`src/rtl/xor_nn_if.sv`:
```
// Input/output bundle for the xor_nn fixed-weight XOR network.
// Carries out_valid only when XOR_NN_VALID_EN is defined.
interface xor_nn_if;
    logic [1:0]  x;
    logic [16:0] out;
`ifdef XOR_NN_VALID_EN
    logic        out_valid;

    modport master (output x, input out, input out_valid);
    modport slave  (input x, output out, output out_valid);
`else
    modport master (output x, input out);
    modport slave  (input x, output out);
`endif
endinterface

```
`src/rtl/xor_nn.sv`:
```
// 2-2-1 hard-sigmoid network computing XOR, five-stage pipeline.
// Define XOR_NN_VALID_EN to expose out_valid on the interface.
module xor_nn #(
    parameter logic signed [23:0] W1 = 24'sh080000,
    parameter logic signed [23:0] B1 = -24'sh040000,
    parameter logic signed [23:0] B2 = -24'sh0C0000,
    parameter logic signed [23:0] W2 = 24'sh080000,
    parameter logic signed [23:0] B3 = -24'sh040000
) (
    input  logic     clock,
    input  logic     reset_n,
    xor_nn_if.slave  nn
);

    // clamp(z/4 + 0.5, 0, 1) in Q1.16
    function automatic logic [16:0] hs(input logic signed [25:0] z);
        logic signed [26:0] t;
        t = ($signed({z[25], z}) >>> 2) + 27'sd32768;
        if (t < 27'sd0)
            hs = 17'h00000;
        else if (t > 27'sd65536)
            hs = 17'h10000;
        else
            hs = t[16:0];
    endfunction

    logic [1:0]         r_x;
    logic signed [25:0] r_z1;
    logic signed [25:0] r_z2;
    logic [16:0]        r_h1;
    logic [16:0]        r_h2;
    logic signed [25:0] r_z3;
    logic [16:0]        r_out;
    logic [4:0]         r_v;

    logic signed [25:0] w_w1;
    logic signed [25:0] w_b1;
    logic signed [25:0] w_b2;
    logic signed [25:0] w_b3;
    logic signed [25:0] w_sum;
    logic signed [41:0] w_w2;
    logic signed [41:0] w_h1x;
    logic signed [41:0] w_h2x;
    logic signed [41:0] w_p1;
    logic signed [41:0] w_p2;
    logic signed [41:0] w_diff;
    logic signed [25:0] w_z3;

    assign w_w1 = {{2{W1[23]}}, W1};
    assign w_b1 = {{2{B1[23]}}, B1};
    assign w_b2 = {{2{B2[23]}}, B2};
    assign w_b3 = {{2{B3[23]}}, B3};

    // input bits act as selects on the shared hidden weight
    assign w_sum = (r_x[0] ? w_w1 : 26'sd0)
                 + (r_x[1] ? w_w1 : 26'sd0);

    assign w_w2   = {{18{W2[23]}}, W2};
    assign w_h1x  = {25'd0, r_h1};
    assign w_h2x  = {25'd0, r_h2};
    assign w_p1   = w_h1x * w_w2;
    assign w_p2   = w_h2x * w_w2;
    assign w_diff = w_p1 - w_p2;
    // dropping the low 16 bits floors toward minus infinity
    assign w_z3   = $signed(w_diff[41:16]) + w_b3;

    always_ff @(posedge clock) begin
        if (!reset_n) begin
            r_x   <= '0;
            r_z1  <= '0;
            r_z2  <= '0;
            r_h1  <= '0;
            r_h2  <= '0;
            r_z3  <= '0;
            r_out <= '0;
            r_v   <= '0;
        end else begin
            r_v  <= {r_v[3:0], 1'b1};
            r_x  <= nn.x;
            r_z1 <= w_sum + w_b1;
            r_z2 <= w_sum + w_b2;
            r_h1 <= hs(r_z1);
            r_h2 <= hs(r_z2);
            r_z3 <= w_z3;
            // zeroed stages would otherwise leak a 0.5 after reset
            if (r_v[3])
                r_out <= hs(r_z3);
            else
                r_out <= 17'h00000;
        end
    end

    assign nn.out = r_out;

    logic w_unused;
`ifdef XOR_NN_VALID_EN
    assign nn.out_valid = r_v[4];
    assign w_unused     = ^w_diff[15:0];
`else
    assign w_unused     = ^{w_diff[15:0], r_v[4]};
`endif

endmodule

```
`src/flat_wrapper.sv`:
```
// flat-port wrapper written by rule: the top's interface ports become plain ports
module xor_nn_flat 
#(
    parameter logic signed [23:0] W1 = 24'sh080000,
    parameter logic signed [23:0] B1 = -24'sh040000,
    parameter logic signed [23:0] B2 = -24'sh0C0000,
    parameter logic signed [23:0] W2 = 24'sh080000,
    parameter logic signed [23:0] B3 = -24'sh040000
)
  (clock, reset_n, nn_x, nn_out);
  xor_nn_if nn_i ();
  input  logic clock;
  input  logic reset_n;
  input wire logic [$bits(nn_i.x)-1:0] nn_x;
  output wire logic [$bits(nn_i.out)-1:0] nn_out;
  assign nn_i.x = nn_x;
  assign nn_out = nn_i.out;
  xor_nn #(.W1(W1), .B1(B1), .B2(B2), .W2(W2), .B3(B3)) u_core (.clock(clock), .reset_n(reset_n), .nn(nn_i));
endmodule
```
`config.mk`:
```
export PLATFORM = sky130hd
export DESIGN_NAME = xor_nn_flat
export DESIGN_NICKNAME = d
export VERILOG_FILES = /design/src/rtl/xor_nn_if.sv /design/src/rtl/xor_nn.sv /design/src/flat_wrapper.sv
export SDC_FILE = /design/constraint.sdc
export NUM_CORES = 1
export LEC_CHECK = 0
export BUFFER_PORTS_ARGS = -buffer_cell sky130_fd_sc_hd__clkbuf_2
export CAP_MARGIN = 40
export CORE_MARGIN = 2
export CORE_UTILIZATION = 35
export DETAILED_ROUTE_END_ITERATION = 16
export GPL_ROUTABILITY_DRIVEN = 0
export GPL_TIMING_DRIVEN = 0
export PLACE_DENSITY_LB_ADDON = 0.3
export SETUP_SLACK_MARGIN = 0.1
export SYNTH_ARGS = -nofsm -noshare
export SYNTH_HDL_FRONTEND = slang
export SYNTH_SLANG_ARGS = --single-unit
```
`constraint.sdc`:
```
create_clock -name clock -period 5.1 [get_ports clock]
set_input_delay 0.765 -clock clock [delete_from_list [all_inputs] [get_ports clock]]
set_output_delay 0.765 -clock clock [all_outputs]
set_load 0.01 [all_outputs]
```
==> impl_metrics.yaml, run 1 <==
detailed_routing:
  drt_iter0_drc: 1
  vias: 503
  routedWlPerCell_um: 7.022
  totalWireLength_um: 948
  drtAntennaViolNets: 0
  first_pass_iters: 2
  drc: 0
  vias_per_cell: 3.726
floorplanning:
  die_area_um2: 2907
  fp.coreArea_um2: 2410
  io-pin-count: 21
  die-height_um: 53.92
  rows: 18
  start_util_pct: 36.19
  die_w_um: 53.92
worst_setup_path:
  cp-start-kind: "flop"
  endpoint_kind: "flop"
  rrSetupSlack_ns: 3.36
  crit_cells: 7
  critPathMaxFanout: 2
  cp_common_cell: "ha_1"
  critPathBufInv: 2
  r2r-end: "u_core.r_z3[20]$_SDFF_PN0_"
  startpoint: "u_core.r_h1[15]$_SDFF_PP0_"
  path_delay_family: "adder cells"
  cpPeakStageDelay_ns: 0.51
  crit_path_top_delay_cell: "fa_1"
  r2r_cells: 7
  arrival_ns: 1.94
  crit_end: "u_core.r_z3[20]$_SDFF_PN0_"
  path_class: "reg -> reg"
  crit_required_ns: 5.30
  r2r_start: "u_core.r_h1[15]$_SDFF_PP0_"
  path_cells: "inv_1, ha_1, fa_1, ha_1, inv_1, ha_1, and2_1"
yosys:
  async_reset_ff_share_pct: 0
  yosys_warnings: 0
  synth_cells: 82
  netlist_area_um2: 872.1
  synth_area_leaders: "dfxtp_1 53%, buf_4 13%, ha_1 8.6%"
  ys_types: 16
  synth_area_leader_cell: "dfxtp_1"
  ys_seq_area_share_pct: 52.80
  synthTopCellsByCount: "23 x dfxtp_1, 15 x buf_4, 10 x and2_1"
  synth_ff_type: "dfxtp_1"
  synth_edf_count: 0
  syn_avg_cell_area_um2: 10.64
  synth_most_common_cell: "dfxtp_1"
  ys_ff_latch: 23
  synth_top_area_share_pct: 52.80
sta:
  final.period_utilization_pct: 34.11
  rsz0062_at_grt: "no"
  hold_slack_ns: 0.4292
  finalClockSkew_ns: 0.01086
  setup_viol: 0
  slew_viol_final: 0
  max_clock_freq_mhz: 574.9
  finalSetupTns_ns: 0
  final_hold_viol_count: 0
  fin_crit_ns: 1.740
layout:
  diodes: 0
  drive_gt1_share_pct: 24.76
  fin_nets: 117
  fillCellCount: 234
  area_delta_synth_final_pct: 16.36
clock_tree:
  cts_resized: 0
  cts_buffers: 3
  cts_tree: "yes"
  clock_sinks: 23
  post_cts_buffers: 0
  cts_buffer_depth: 2
  post_cts_hold_buffer_count: 0
  path_clk_slew_ns: 0.12
  cts_root_buffer: "clkbuf_4"
  h-tree-depth: 1
  clock_latency_ns: 0.30
worst_hold_path:
  hp-class: "reg -> reg"
global_route:
  grt-ovfl-total: 0
  grt_usage_pct: 8.895
  antenna_found_initial: 0
  grt_pass1_wl_mm: 1.690
  grt_max_degree: 14
  first_global_vias: 418
run_status:
  status: "finished, final reports clean"
pwr:
  power.density_nw_per_um2: 315.4
  leakage_nw: 0.5006
  vdd_drop_max_mv: 0.2287
place:
  port_buffers: 5
  dp_hpwl_um: 729.2
flow_run:
  drv_cap: 0
-- cells by family after synthesis --
logic type | after synthesis | synth area share (%)
buffers and inverters | 22 | 16.07
AND/OR/NAND/NOR | 28 | 19.22
AO/OA/AOI/OAI | 1 | 0.5733
adder cells (fa/ha/maj) | 7 | 10.90
flip-flops | 23 | 52.80
other | 1 | 0.4300
-- worst min-delay path by stage --
stage / start / endpoint / slack (ns) / cells after the start
4_1_cts: u_core.r_z2[19]$_SDFF_PN0_ / u_core.r_h2[15]$_SDFF_PP0_ / 0.43 / 1
3_3_place_gp: u_core.r_z1[19]$_SDFF_PN0_ / u_core.r_h1[15]$_SDFF_PP0_ / 0.41 / 1
6_report: u_core.r_z1[19]$_SDFF_PN0_ / u_core.r_h1[15]$_SDFF_PP0_ / 0.43 / 1
2_1_floorplan: u_core.r_z1[19]$_SDFF_PN0_ / u_core.r_h1[15]$_SDFF_PP0_ / 0.40 / 1
3_5_place_dp: u_core.r_z2[19]$_SDFF_PN0_ / u_core.r_h2[15]$_SDFF_PP0_ / 0.41 / 1
5_1_grt: u_core.r_z2[19]$_SDFF_PN0_ / u_core.r_h2[15]$_SDFF_PP0_ / 0.44 / 1
-- per-stage QoR --
step,cells,util [%],area (µm²),setup slack (ns),total power [mW]
detailed placement,131,40.97,987.2,3.379,0.2460
global placement,131,40.97,987.2,3.405,0.2439
floorplan,96,-,924.6,3.440,0.2372
finish,135,42.11,1015,3.360,0.3200
global route,135,42.11,1015,3.260,0.3437
CTS,135,42.11,1015,3.351,0.3241
-- worst reg2reg max path: cells and delay by family (launching register included) --
family,cells,cell delay [ns]
AND/OR/NAND/NOR,1,0.15
adder cells (fa/ha/maj),4,1.09
flip-flops,1,0.33
buffers and inverters,2,0.07
-- placed cells by master, fill, tap and decap left out, types with 2 or more instances in the layout --
master / netlist / layout
nor2_1: 5 / 5
clkbuf_2: 0 / 5
inv_1: 6 / 6
and2_1: 10 / 10
dfxtp_1: 23 / 23
clkbuf_4: 0 / 3
buf_4: 15 / 15
nor2b_1: 5 / 5
nand2b_1: 2 / 2
ha_1: 6 / 6
conb_1: 1 / 15
nor3_1: 3 / 3
-- cell type report --
class	count	area, µm²	area share [%]
sequential	23	460.4	45.38
tap	30	37.54	3.699
inverter	6	22.52	2.219
clock inverter	1	5.005	0.4932
clock buffer	3	22.52	2.219
buffer	16	117.6	11.59
timing repair buffer	5	25.02	2.466
multi-input combinational	51	324.1	31.94
-- state kept, by name, indices dropped and copies added (netlist names) --
register,flops
u_core.r_x,2
u_core.r_v,4
u_core.r_h2,2
u_core.r_z1,2
u_core.r_z3,6
u_core.r_z2,3
u_core.r_h1,2
u_core.nn.out,2
-- routing by layer --
layer / track usage (%) / vias to the layer above / routed length [µm]
met4: 7.265 / 0 / 28
li1: - / 267 / -
met1: 8.020 / 213 / 377
met3: 6.111 / 4 / 85
met2: 13.62 / 19 / 456
met5: 0 / - / 0
-- power breakdown --
part / internal (mW) / switching [mW] / total [mW]
logic: 0.0226 / 0.0202 / 0.0429
clock network: 0.0292 / 0.0493 / 0.0785
registers: 0.194 / 0.00494 / 0.199
total: 0.246 / 0.0745 / 0.320
No activity file was read; power rests on OpenSTA's default activity.
==> inputs of run 2 (changes only) <==
Clock period 5.1 ns to 1.46 ns, I/O delays scaled along.
==> run 2 against run 1 <==
  * The flow now finishes with violations (negative setup slack)
  * Sequential share of layout area fell by 1.8 points
  * Non-clock buffer count did not move
  * Routed wire length rose by 8.5%
  * Combinational power rose to 4.5 times the previous value
==> impl_metrics.yaml, run 2 (synthesized netlist as in run 1, its figures left out) <==
run_status:
  status: "finished with violations"
  violations: "negative setup slack"
layout:
  registers.top_by_ff_count: "u_core.r_z3"
  fillCellCount: 239
  fin_nets: 117
  diodes: 0
  final_common_cell: "dfxtp_1"
  largest_register_ffs: 6
  largest_registers: "u_core.r_z3: 6 flops, u_core.r_v: 4 flops, u_core.r_z2: 3 flops"
  drive_gt1_share_pct: 33.33
  layout_common_cells: "23 x dfxtp_1, 15 x buf_4, 15 x conb_1"
  area_delta_synth_final_pct: 21.23
global_route:
  first_global_vias: 443
  antenna_found_initial: 0
  grt_usage_pct: 9.668
  grt-ovfl-total: 0
  grt_max_degree: 15
  grt_pass1_wl_mm: 1.842
clock_tree:
  cts_tree: "yes"
  post_cts_buffers: 0
  cts_root_buffer: "clkbuf_4"
  cts_buffer_depth: 2
  path_clk_slew_ns: 0.13
  h-tree-depth: 1
  clock_latency_ns: 0.32
  cts_buffers: 3
  clock_sinks: 23
place:
  dp_hpwl_um: 769.1
  port_buffers: 5
detailed_routing:
  routedWlPerCell_um: 7.622
  totalWireLength_mm: 1.029
  drc: 0
  vias_per_cell: 3.689
  first_pass_iters: 3
  drtAntennaViolNets: 0
  vias: 498
  drt_iter0_drc: 1
worst_setup_path:
  path_delay_family: "adder cells"
  arrival_ns: 1.92
  cp_common_cell: "ha_4"
  cpPeakStageDelay_ns: 0.57
  endpoint_kind: "flop"
  cp-start-kind: "flop"
  critPathMaxFanout: 2
  crit_required_ns: 1.67
  path_class: "reg -> reg"
  crit_path_top_delay_cell: "fa_2"
  path_cells: "inv_1, ha_2, fa_2, ha_4, inv_4, ha_4, and2_4"
  critPathBufInv: 2
sta:
  final_hold_viol_count: 0
  max_clock_freq_mhz: 586.6
  setup_viol: 4
  rsz0062_at_grt: "yes"
  fin_crit_ns: 1.705
  finalClockSkew_ns: 0.01594
  finalSetupTns_ns: -0.6287
  final.period_utilization_pct: 116.8
  slew_viol_final: 0
  setup_ws_ns: -0.2449
floorplanning:
  rows: 18
  fp.coreArea_um2: 2410
  start_util_pct: 36.19
  io-pin-count: 21
  die_area_um2: 2907
  die-height_um: 53.92
  die_w_um: 53.92
pwr:
  vdd_drop_max_mv: 0.8105
  power_mw: 1.180
  power.density_nw_per_um2: 1116
  leakage_nw: 0.4974
worst_hold_path:
  hp-class: "in -> reg"
flow_run:
  drv_cap: 0
==> run 2: path summary, 6_finish.rpt <==
path / start / to / slack (ns) / cells past startpoint
setup / recovery: u_core.r_h1[15]$_SDFF_PP0_ / u_core.r_z3[20]$_SDFF_PN0_ / -0.24 / 7
hold / removal: nn_x[0] / u_core.r_x[0]$_SDFF_PN0_ / 0.1 / 2
setup reg to reg: u_core.r_h1[15]$_SDFF_PP0_ / u_core.r_z3[20]$_SDFF_PN0_ / -0.24 / 7
hold reg to reg: u_core.r_z1[19]$_SDFF_PN0_ / u_core.r_h1[15]$_SDFF_PP0_ / 0.43 / 1
==> run 2: timing repair <==
action,CTS,global route
hold buffers,0,0
setup endpoints to repair,5,5
pin swaps,4,3
resized for setup,7,3
==> run 2: area by class of cell <==
| type | count | area, µm² | share of cell area [%] |
|---|---|---|---|
| buffer | 16 | 117.6 | 11.12 |
| clock buffer | 3 | 22.52 | 2.130 |
| clock inverter | 1 | 7.507 | 0.7101 |
| inverter | 6 | 25.02 | 2.367 |
| multi-input combinational | 51 | 361.6 | 34.20 |
| sequential | 23 | 460.4 | 43.55 |
| tap | 30 | 37.54 | 3.550 |
| timing repair buffer | 5 | 25.02 | 2.367 |
==> run 2: per-stage QoR <==
stage               util, %  hold slack, ns  instance area [µm²]  std cells  worst slack (ns)
floorplan                 -          0.2467                927.1         96           -0.1819
global placement      41.07          0.4065                989.7        131           -0.2168
detailed placement    41.07          0.4084                989.7        131           -0.2450
CTS                   43.56         0.09232                 1050        135           -0.2636
global route          43.87         0.08444                 1057        135           -0.2976
finish                43.87         0.09556                 1057        135           -0.2449
==> run 2: layer usage <==
metal	wire length (µm)	vias to the layer above	track usage, %
met3	108	5	5.833
li1	-	268	-
met1	407	206	9.091
met4	23	0	5.128
met5	0	-	0
met2	489	19	16.26
==> run 2: power by group <==
group          internal, mW  total, mW  switching (mW)
combinational         0.107      0.193          0.0859
sequential            0.677      0.693          0.0167
clock                 0.105      0.294           0.189
total                 0.888       1.18           0.292
==> inputs of run 3 (changes only) <==
Settings changed: ABC_AREA set to 1, CORE_UTILIZATION 35 to 45.
==> run 3 against run 2 <==
  * The flow still finishes with violations (negative setup slack)
  * Register-to-register slack improved by 0.06 ns
  * Power is 2.1% lower
  * Synthesized area increased by 1.6%
  * Sequential power hardly changed
  * Largest cell class unchanged
  * Worst hold slack got worse by 0.012 ns
  * Final area increased by 0.36%
==> impl_metrics.yaml, run 3 <==
floorplanning:
  die_w_um: 48.37
  io-pin-count: 21
  fp.coreArea_um2: 1902
  die-height_um: 48.37
  start_util_pct: 46.58
  rows: 16
  die_area_um2: 2340
sta:
  fin_crit_ns: 1.641
  setup_ws_ns: -0.1809
  rsz0062_at_grt: "yes"
  setup_viol: 4
  max_clock_freq_mhz: 609.4
  final_hold_viol_count: 0
  final.period_utilization_pct: 112.4
  finalClockSkew_ns: 0.008843
  slew_viol_final: 0
yosys:
  synth_area_leaders: "dfxtp_1 52%, buf_4 14%, inv_1 8.9%"
  synth_cells: 100
  synthTopCellsByCount: "23 x dfxtp_1, 21 x inv_1, 16 x buf_4"
  synth_area_leader_cell: "dfxtp_1"
  async_reset_ff_share_pct: 0
  synth_most_common_cell: "dfxtp_1"
  ys_types: 12
  ys_ff_latch: 23
  synth_top_area_share_pct: 51.98
  yosys_warnings: 0
  netlist_area_um2: 885.9
  ys_seq_area_share_pct: 51.98
  synth_edf_count: 0
  synth_ff_type: "dfxtp_1"
  syn_avg_cell_area_um2: 8.859
global_route:
  grt-ovfl-total: 0
  grt_pass1_wl_mm: 1.794
  grt_usage_pct: 9.987
  grt_max_degree: 15
  antenna_found_initial: 0
  first_global_vias: 457
worst_setup_path:
  crit_path_top_delay_cell: "fa_1"
  path_class: "reg -> reg"
  critPathMaxFanout: 2
  endpoint_kind: "flop"
  path_cells: "inv_2, ha_4, fa_1, ha_2, inv_2, ha_4, nand2_2, inv_1"
  arrival_ns: 1.90
  crit_required_ns: 1.72
  cpPeakStageDelay_ns: 0.51
  cp-start-kind: "flop"
pwr:
  p_clk_share_pct: 24.9
  p_switching_mw: 0.2889
  p_seq_share_pct: 60.0
  vdd_drop_max_mv: 0.7968
  leakage_nw: 0.5979
  p_comb_share_pct: 15.1
  power.density_nw_per_um2: 1088
  p_int_mw: 0.8658
  power_mw: 1.155
  swShare_pct: 25.02
clock_tree:
  cts_root_buffer: "clkbuf_4"
  cts_buffers: 3
  cts_tree: "yes"
  path_clk_slew_ns: 0.13
  post_cts_hold_buffer_count: 0
  clock_sinks: 23
  post_cts_buffers: 0
  clock_latency_ns: 0.31
  cts_buffer_depth: 2
  h-tree-depth: 1
layout:
  largest_registers: "u_core.r_z3: 6 flops, u_core.r_v: 4 flops, u_core.r_z2: 3 flops"
  area_delta_synth_final_pct: 19.77
  final_common_cell: "dfxtp_1"
  fillCellCount: 189
  diodes: 0
  registers.top_by_ff_count: "u_core.r_z3"
  drive_gt1_share_pct: 29.27
  layout_common_cells: "22 x dfxtp_1, 18 x inv_1, 16 x buf_4"
  largest_register_ffs: 6
  fin_nets: 135
run_status:
  status: "finished with violations"
  violations: "negative setup slack"
place:
  port_buffers: 5
  place_ws_ns: -0.2081
  dp_hpwl_um: 820.2
flow_run:
  drv_cap: 0
detailed_routing:
  drc: 0
  vias: 531
  drtAntennaViolNets: 0
  totalWireLength_mm: 1.028
  first_pass_iters: 1
  drt_iter0_drc: 0
  routedWlPerCell_um: 6.853
  vias_per_cell: 3.540
worst_hold_path:
  hp-class: "in -> reg"
run 3: cell types whose count changed after synthesis, moves of 2 or more:
cell / before / now
nand2b_1: 2 / 0
nor2_1: 5 / 12
nor2b_1: 5 / 0
and2_1: 10 / 0
inv_1: 6 / 21
nand2_1: 0 / 14
run 3: power by group through the flow:
stage                     Clock (mW)  Sequential, mW  Combinational [mW]
after global routing           0.334           0.698               0.204
after global placement             0           0.705               0.150
final                          0.288           0.693               0.174
after floorplan                    0           0.704               0.129
after detailed placement           0           0.707               0.155
after CTS                      0.306           0.692               0.171
run 3: logic make-up (layout without fill, tap and decap cells):
kind of cell             count (synthesis)  after routing  share of synthesized area [%]
adder cells (fa/ha/maj)                  7              7                          10.73
buffers and inverters                   38             47                          22.88
other                                    1             15                         0.4233
AND/OR/NAND/NOR                         31             31                          13.98
flip-flops                              23             23                          51.98
run 3: final cells by class:
class / instances / area, µm² / share of cell area [%]
timing repair buffer: 5 / 25.02 / 2.358
buffer: 16 / 120.1 / 11.32
sequential: 23 / 461.7 / 43.51
clock inverter: 1 / 7.507 / 0.7075
inverter: 22 / 82.58 / 7.783
clock buffer: 3 / 22.52 / 2.123
tap: 27 / 33.78 / 3.184
multi-input combinational: 53 / 307.8 / 29.01
run 3: path summary, 6_finish.rpt:
kind / from / to / slack, ns / cells past startpoint
worst max-delay path: u_core.r_h1[15]$_SDFF_PP0_ / u_core.r_z3[20]$_SDFF_PN0_ / -0.18 / 8
worst min-delay path: nn_x[0] / u_core.r_x[0]$_SDFF_PN0_ / 0.08 / 3
worst max register to register: u_core.r_h1[15]$_SDFF_PP0_ / u_core.r_z3[20]$_SDFF_PN0_ / -0.18 / 8
worst min register to register: u_core.r_z1[19]$_SDFF_PN0_ / u_core.r_h1[15]$_SDFF_PP0_ / 0.42 / 1
run 3: repair_timing:
action	4_1_cts	5_1_grt
pin swaps	1	3
setup endpoints to repair	5	5
resized for setup	5	5
run 3: metrics by stage:
step / hold WS (ns) / cell area, µm² / instances / utilization, % / setup TNS, ns
after global placement: 0.3920 / 999.7 / 146 / 52.57 / -0.2887
after global routing: 0.07704 / 1061 / 150 / 55.79 / -0.7685
after detailed placement: 0.4032 / 999.7 / 146 / 52.57 / -0.3728
after CTS: 0.07014 / 1047 / 150 / 55.07 / -0.4996
final: 0.08327 / 1061 / 150 / 55.79 / -0.3772
after floorplan: 0.2467 / 940.9 / 114 / - / -0.1619
run 3: critical path: cells and delay by family, from the launching register on:
kind / cells / cell delay, ns
adders and majority gates: 4 / 1.08
DFF: 1 / 0.34
buffers and inverters: 3 / 0.12
and+or+nand+nor: 1 / 0.04
run 3: layer usage:
layer	part of all wire (%)	wire, µm	track usage (%)
met1	43	447	11.51
met2	51	525	17.36
met3	5.4	55	4.630
met4	0	0	1.429
met5	0	0	0
